`src/rtl/fp_round_pipe.sv`:
```
// fp_round_pipe - two-stage valid/ready rounder: S1 round decision, S2 renormalise/saturate.
// Optional out_ovf saturation flag enabled by defining FPRND_OVF_FLAG_EN.
module fp_round_pipe #(
  parameter int EXP_W = 3,
  parameter int SIG_W = 4,
  parameter int GRD_W = 1
) (
  input  logic             clk,
  input  logic             rst,
  input  logic             in_valid,
  output logic             in_ready,
  input  logic [EXP_W-1:0] in_exp,
  input  logic [SIG_W-1:0] in_sig,
  input  logic [GRD_W-1:0] in_grd,
  input  logic [1:0]       in_mode,
  output logic             out_valid,
  input  logic             out_ready,
  output logic [EXP_W-1:0] out_exp,
  output logic [SIG_W-1:0] out_sig
`ifdef FPRND_OVF_FLAG_EN
  ,
  output logic             out_ovf
`endif
);

  logic             s1_v;
  logic             s2_v;
  logic [SIG_W:0]   s1_sum;
  logic [EXP_W-1:0] s1_exp;
  logic             s1_max;

  logic             s2_adv;
  logic             accept;
  logic             rnd;
  logic             sticky;
  logic             inc;
  logic [SIG_W:0]   sum_d;
  logic [EXP_W-1:0] n_exp;
  logic [SIG_W-1:0] n_sig;
  logic             n_sat;

  assign s2_adv    = !s2_v || out_ready;
  assign in_ready  = !rst && (!s1_v || !s2_v || out_ready);
  assign accept    = in_valid && in_ready;
  assign out_valid = s2_v;

  // Round bit is the guard MSB; every lower guard bit folds into sticky.
  always_comb begin
    rnd    = in_grd[GRD_W-1];
    sticky = 1'b0;
    for (int i = 0; i < GRD_W - 1; i++) begin
      sticky = sticky | in_grd[i];
    end
    case (in_mode)
      2'b00:   inc = 1'b0;
      2'b10:   inc = rnd && (sticky || in_sig[0]);
      default: inc = rnd;
    endcase
    sum_d = {1'b0, in_sig} + (SIG_W + 1)'(inc);
  end

  always_comb begin
    n_exp = s1_exp;
    n_sig = s1_sum[SIG_W-1:0];
    n_sat = 1'b0;
    if (s1_sum[SIG_W]) begin
      if (s1_max) begin
        n_exp = '1;
        n_sig = '1;
        n_sat = 1'b1;
      end else begin
        n_exp = s1_exp + EXP_W'(1);
        n_sig = s1_sum[SIG_W:1];
      end
    end
  end

  always_ff @(posedge clk or posedge rst) begin
    if (rst) begin
      s1_v   <= 1'b0;
      s1_sum <= '0;
      s1_exp <= '0;
      s1_max <= 1'b0;
    end else if (accept) begin
      s1_v   <= 1'b1;
      s1_sum <= sum_d;
      s1_exp <= in_exp;
      s1_max <= &in_exp;
    end else if (s2_adv) begin
      s1_v <= 1'b0;
    end
  end

  // S2 only reloads when it can advance, so a stalled beat stays stable.
  always_ff @(posedge clk or posedge rst) begin
    if (rst) begin
      s2_v    <= 1'b0;
      out_exp <= '0;
      out_sig <= '0;
    end else if (s2_adv) begin
      s2_v <= s1_v;
      if (s1_v) begin
        out_exp <= n_exp;
        out_sig <= n_sig;
      end
    end
  end

`ifdef FPRND_OVF_FLAG_EN
  always_ff @(posedge clk or posedge rst) begin
    if (rst) begin
      out_ovf <= 1'b0;
    end else if (s2_adv && s1_v) begin
      out_ovf <= n_sat;
    end
  end
`endif

endmodule

```
`config.mk`:
```
export PLATFORM = sky130hd
export DESIGN_NAME = fp_round_pipe
export DESIGN_NICKNAME = d
export VERILOG_FILES = /design/src/rtl/fp_round_pipe.sv
export SDC_FILE = /design/constraint.sdc
export NUM_CORES = 1
export LEC_CHECK = 0
export CELL_PAD_IN_SITES_DETAIL_PLACEMENT = 1
export CELL_PAD_IN_SITES_GLOBAL_PLACEMENT = 2
export CORE_MARGIN = 5
export CORE_UTILIZATION = 27
export DETAILED_ROUTE_END_ITERATION = 10
export PLACE_DENSITY = 0.7
export SYNTH_ARGS = -nofsm -noshare
export SYNTH_HDL_FRONTEND = slang
export SYNTH_SLANG_ARGS = --single-unit
export TNS_END_PERCENT = 10
```
`constraint.sdc`:
```
create_clock -name clk -period 1.1 [get_ports clk]
set_input_delay 0.22 -clock clk [delete_from_list [all_inputs] [get_ports clk]]
set_output_delay 0.22 -clock clk [all_outputs]
set_load 0.02 [all_outputs]
```
==> results of run 1 <==
==> report_power, final <==
group / leakage, nW / switching [W] / internal [W] / total [W]
logic: 0.423 / 0.000379 / 0.000393 / 0.000772
registers: 0.216 / 0.0000885 / 0.000817 / 0.000906
clock network: 0.0210 / 0.000206 / 0.000201 / 0.000408
==> timing repair <==
item,4_1_cts,5_1_grt
resized for setup,59,4
setup buffers,0,0
pin swaps,8,0
cloned,0,1
hold endpoints to repair,0,0
setup endpoints to repair,24,23
==> registers in the layout (all words and copies together) (netlist names) <==
name / flops
out_exp: 3
out_sig: 4
out_valid: 1
s1_exp: 3
s1_max: 1
s1_sum: 5
s1_v: 1
==> per-layer routing <==
layer	GRT usage	wire length [um]	vias to the layer above
met2	0.1733	1052	13
met3	0.02530	74	0
li1	-	-	339
met4	0.01519	0	0
met1	0.1183	919	352
met5	0	0	-
==> through the flow <==
stage / util / power (W) / cells / setup slack, ns / cell area [sq um]
floorplan: - / 0.001306 / 69 / -0.1186 / 899.6
global placement: 0.4195 / 0.001709 / 151 / -0.6341 / 1291
detailed placement: 0.4195 / 0.001737 / 151 / -0.6644 / 1291
CTS: 0.4398 / 0.002096 / 155 / -0.1869 / 1354
global route: 0.4492 / 0.002228 / 156 / -0.2313 / 1383
finish: 0.4492 / 0.002086 / 156 / -0.1666 / 1383
==> tightest hold or removal path, cell delays in order <==
cell and delay [ns]:
dlygate4sd2_1 0.25, clkinvlp_4 0.07, buf_4 0.14, buf_4 0.27
==> final cells by class <==
class | instances | area (sq um) | share of cell area
Multi-Input combinational cell | 46 | 498.0 | 0.3602
Tap cell | 44 | 55.05 | 0.03982
Timing Repair Buffer | 39 | 319.1 | 0.2308
Clock buffer | 4 | 36.28 | 0.02624
Sequential cell | 18 | 451.7 | 0.3267
Inverter | 5 | 22.52 | 0.01629
==> worst max path at each step <==
stage                            to  startpoint  cells past startpoint
after global placement     in_ready   out_ready                      4
after global routing       in_ready   out_valid                      3
after CTS                  in_ready   out_valid                      3
after detailed placement   in_ready   out_ready                      4
final                      in_ready   out_valid                      3
after floorplan           s1_sum[4]   in_sig[0]                      6
==> logic make-up after synthesis <==
logic type      after synthesis  share of synthesized area
flops                        18                     0.5143
mux                          15                     0.1914
simple gates                 15                     0.1257
fa+ha+maj                     3                    0.04286
compound gates               10                    0.07143
buf+inv                       6                    0.03429
xor+xnor                      2                    0.02000
==> cell usage in the layout (no fill, tap or decap) <==
cell type | synthesis | layout
dfrtp_1 | 18 | 17
o211ai_1 | 1 | 1
nand2b_4 | 1 | 2
a21oi_2 | 0 | 2
clkbuf_8 | 0 | 1
buf_6 | 1 | 5
clkinvlp_4 | 0 | 1
nand2_1 | 1 | 1
nor2b_4 | 0 | 1
a31oi_1 | 1 | 1
or2_4 | 0 | 1
dlygate4sd2_1 | 0 | 6
buf_2 | 0 | 7
a21oi_1 | 3 | 1
clkbuf_4 | 0 | 3
xnor2_2 | 0 | 1
nand2_4 | 0 | 1
and2_4 | 0 | 1
nand3b_4 | 0 | 1
nand3_4 | 1 | 2
o2bb2ai_1 | 1 | 1
mux2i_1 | 4 | 3
inv_1 | 5 | 4
nand3_2 | 0 | 1
mux2i_2 | 0 | 1
mux2_2 | 10 | 10
mux2_4 | 1 | 1
nand2b_1 | 2 | 1
and3_1 | 2 | 2
xor2_1 | 1 | 1
nand3_1 | 2 | 1
ha_4 | 0 | 2
ha_2 | 0 | 1
clkdlybuf4s50_1 | 0 | 7
o22ai_1 | 4 | 4
dfrtp_2 | 0 | 1
nor2_1 | 1 | 1
buf_4 | 0 | 14
==> summary.txt, run 1 <==
# H-tree levels: 1
Antenna Cells: 0
Final critical-path setup slack: -0.1666 ns
Crit. End Element: primary output
Fillers: 347
Startpoint Class: flop
Most common cell in the netlist: dfrtp_1
Final Hold Fails: 0
Crit path largest cell delay: 0.44 ns
Worst-margin pin slew: 0.2404 ns
WL/cell: 13.12 um
DR pass1 iterations: 4
Worst setup path class: reg -> out
Syn. warnings: 0
Num CTS Buffers: 3
Rel. slew slack: 0.8392
Synth cell types: 26
Crit-path leading delay family: flip-flops
Final worst-path cycle share: 1.151
RSZ-0062 raised after global routing: true
Top-area cell type share of the netlist area: 0.5143
Slowest cell on the critical path: dfrtp_2
Post-DP HPWL: 1554 um
Initial antenna violation count: 0
Cells on worst reg2reg path: 4
R2r setup slk: -0.09 ns
Starting Density: 0.2846
Static Leak: 0.6602 nW
Async SR Flop Fraction: 1.000
Sequential fraction of the synthesis area: 0.5143
GR Overflow Total: 0
Cell Pwr Density: 1509 mW/mm^2
Die X: 66.96 um
Post-synth EDFFs: 0
CP required: 0.88 ns
Failing checks: setup timing
Area grow syn2layout: 57.86%
Clock Tree Buf Depth: 2
Clk Latency, worst-skew pair: 0.29 ns
Synth Flop Type: dfrtp_1
GPL Wtd Cong: 0.7217
CTS sink count: 18
Clock slew at reported path FFs: 0.10 ns
Achievable frequency: 0.7895 GHz
Area contributors post-synth: dfrtp_1, mux2_2, mux2i_1
Residual DRC: 0
Die H: 66.96 um
Full die area: 0.004483 sq mm
Routed wire length: 2046 um
Critical path arrival: 1.05 ns
Placement Rows: 20
Final setup violation count: 14
Via/cell ratio: 4.513
Syn avg cell area: 12.69 sq um
Reg-to-Reg Start: s1_v
Final min period: 1.267 ns
Root buf cell: clkbuf_4
Buffers on Ports: 22
Synth Cell Area: 875.8 sq um
Layout cell share with drive strength beyond 1: 0.5357
Vias after detailed routing: 704
Hold-fix buffers, CTS: 0
Syn Nets: 86
Peak supply drop: 0.0005584 V
CTS tree: done
Core Box Area: 0.003078 sq mm
Synthesized flop and latch total: 18
Starting DRT DRC Count: 7
Nets: 130
Number of max-cap violations: 0
Ports: 23
Largest net degree at the start of global routing: 19
Buffers plus inverters on the worst setup path: 1
Setup TNS: -1.250 ns
Global-route wire length before repair: 3374 um
WHS: 0.2858 ns
Post-route ant nets: 0
Crit path cell chain: nand3b_4 > and2_4 > buf_6
Maximum fanout along the worst path: 2
Vias in the first global route: 785
Cell taking the most area after synthesis: dfrtp_1
Tot GR Track Use: 0.09718
Outcome: finished, violations left
Commonest cells post-synth: dfrtp_1, mux2_2, inv_1, mux2i_1, o22ai_1
Final Max Slew Viols: 0
Cells after synthesis: 69
Clock Skew: 0.0007042 ns
Hold crit path type: in -> async
Reg2reg end: s1_exp[0]
Power figures use the tool's default switching activity.
==> inputs of run 2 (changes only) <==
--- a/config.mk
+++ b/config.mk
@@ -10,7 +10,9 @@
 export CORE_MARGIN = 5
 export CORE_UTILIZATION = 27
 export DETAILED_ROUTE_END_ITERATION = 10
+export HOLD_SLACK_MARGIN = 0.06
 export PLACE_DENSITY = 0.7
+export REMOVE_ABC_BUFFERS = 1
 export SYNTH_ARGS = -nofsm -noshare
 export SYNTH_HDL_FRONTEND = slang
 export SYNTH_SLANG_ARGS = --single-unit
==> constraint.sdc (replaced) <==
create_clock -name clk -period 1.1 [get_ports clk]
set_input_delay 0.275 -clock clk [delete_from_list [all_inputs] [get_ports clk]]
set_output_delay 0.275 -clock clk [all_outputs]
set_load 0.02 [all_outputs]
==> run 2 against run 1 <==
Against the previous run:
- the run still ends with setup timing left
- total power down 0.65%
- via count fell by 3.8%
- clock power about the same
- count of clock-buffer cells in the layout unchanged
- register-to-register slack got worse by 0.08 ns
- wire length is 1.2% higher
- combinational power shrank 2%
- sequential power increased by 0.6%
- first-iteration DRC count down 57%
- critical path type unchanged
==> summary.txt, run 2 (same netlist as run 1, synthesis figures left out) <==
Outcome: finished, violations left
Failing checks: setup timing
Initial antenna violation count: 0
Antenna Cells: 0
Commonest cells after routing, fill and taps aside: dfrtp_1, buf_4, mux2_2
Clock Tree Buf Depth: 2
RSZ-0062 raised after global routing: true
Hold crit path type: in -> async
Static Leak: 0.6451 nW
Placement Rows: 20
CTS tree: done
Core Box Area: 0.003078 sq mm
Buffers on Ports: 22
Post-DP HPWL: 1571 um
Worst setup path class: reg -> out
WL/cell: 13.54 um
Die H: 66.96 um
Layout cell share with drive strength beyond 1: 0.5046
Maximum fanout along the worst path: 2
Residual DRC: 0
Fillers: 346
Starting Density: 0.2846
R2r setup slk: -0.17 ns
Most common cell after layout, fill and taps aside: dfrtp_1
Achievable frequency: 0.7524 GHz
Vias in the first global route: 764
Final Hold Fails: 0
Vias after detailed routing: 677
Tot GR Track Use: 0.1079
Ports: 23
Full die area: 0.004483 sq mm
Final min period: 1.329 ns
Root buf cell: clkbuf_4
WHS: 0.1211 ns
Most flops, register: s1_sum
Routed wire length: 2071 um
Worst-margin pin slew: 0.1536 ns
Nets: 127
Final setup violation count: 24
Die X: 66.96 um
Via/cell ratio: 4.425
Finished Layout Cells: 153
Largest net degree at the start of global routing: 20
Clk Latency, worst-skew pair: 0.29 ns
Global-route wire length before repair: 3470 um
Peak supply drop: 0.0006141 V
Clock Skew: 0.0004836 ns
Final Max Slew Viols: 0
Post-Place Worst Slack: -0.7717 ns
Hold-fix buffers, CTS: 0
Final worst-path cycle share: 1.208
Critical path arrival: 1.05 ns
Area grow syn2layout: 53.00%
CP required: 0.82 ns
Num CTS Buffers: 3
DR pass1 iterations: 4
Number of max-cap violations: 0
Placed cells: 148
# H-tree levels: 1
Post-route ant nets: 0
Clock slew at reported path FFs: 0.10 ns
GR Overflow Total: 0
Starting DRT DRC Count: 3
GPL Wtd Cong: 0.6634
Startpoint Class: flop
Cell Pwr Density: 1546 mW/mm^2
Rel. slew slack: 0.8946
Max FFs per register: 5
Top flop regs: s1_sum (5), out_sig (4)
Final critical-path setup slack: -0.2290 ns
Crit. End Element: primary output
CTS sink count: 18
==> run 2: what timing repair did <==
action / CTS / global route
endpoints found under the hold margin: 0 / 0
endpoints found under the setup margin: 25 / 25
setup buffers: 0 / 1
resized for setup: 63 / 5
pin swaps: 5 / 1
==> run 2: layout make-up <==
| cell class | count | area, sq um | area share |
|---|---|---|---|
| inverter | 5 | 18.77 | 0.01401 |
| tap | 44 | 55.05 | 0.04108 |
| sequential | 18 | 450.4 | 0.3361 |
| multi-input combinational | 45 | 470.5 | 0.3511 |
| timing repair buffer | 37 | 309.0 | 0.2306 |
| clock buffer | 4 | 36.28 | 0.02708 |
==> run 2: path summary, 6_finish.rpt <==
kind / startpoint / end / depth (start not counted)
worst min-delay path: rst / out_valid / 3
worst min register to register: out_exp[2] / out_exp[2] / 1
worst max register to register: s1_v / s1_sum[3] / 4
max in group asynchronous: rst / s1_sum[3] / 3
min in group clk: out_exp[2] / out_exp[2] / 1
worst max-delay path: s1_v / in_ready / 3
==> run 2: metrics by stage <==
step / power [W] / cell area, sq um / utilization / setup TNS, ns
3_3_place_gp: 0.001695 / 1245 / 0.4045 / -9.670
4_1_cts: 0.002086 / 1314 / 0.4268 / -2.436
6_report: 0.002072 / 1340 / 0.4354 / -2.248
5_1_grt: 0.002205 / 1340 / 0.4354 / -3.517
3_5_place_dp: 0.001721 / 1245 / 0.4045 / -10.03
2_1_floorplan: 0.001299 / 864.6 / - / -3.061
==> run 2: critical path, cell delays in order (launching register included) <==
cell,delay [ns]
dfrtp_1,0.42
nand3b_4,0.09
and2_4,0.14
buf_6,0.12
==> run 2: power by group <==
| part | switching [W] | internal, W | leakage, nW |
|---|---|---|---|
| Combinational | 0.000367 | 0.000387 | 0.407 |
| Sequential | 0.0000946 | 0.000817 | 0.217 |
| Clock | 0.000204 | 0.000202 | 0.0210 |
| Total | 0.000666 | 0.00141 | 0.645 |
==> run 2: per-layer routing <==
layer,global-route usage,vias to the layer above,share of wire
met5,0,-,0
li1,-,326,-
met1,0.1125,334,0.42
met2,0.1856,15,0.52
met4,0.06835,0,0.011
met3,0.03373,2,0.054
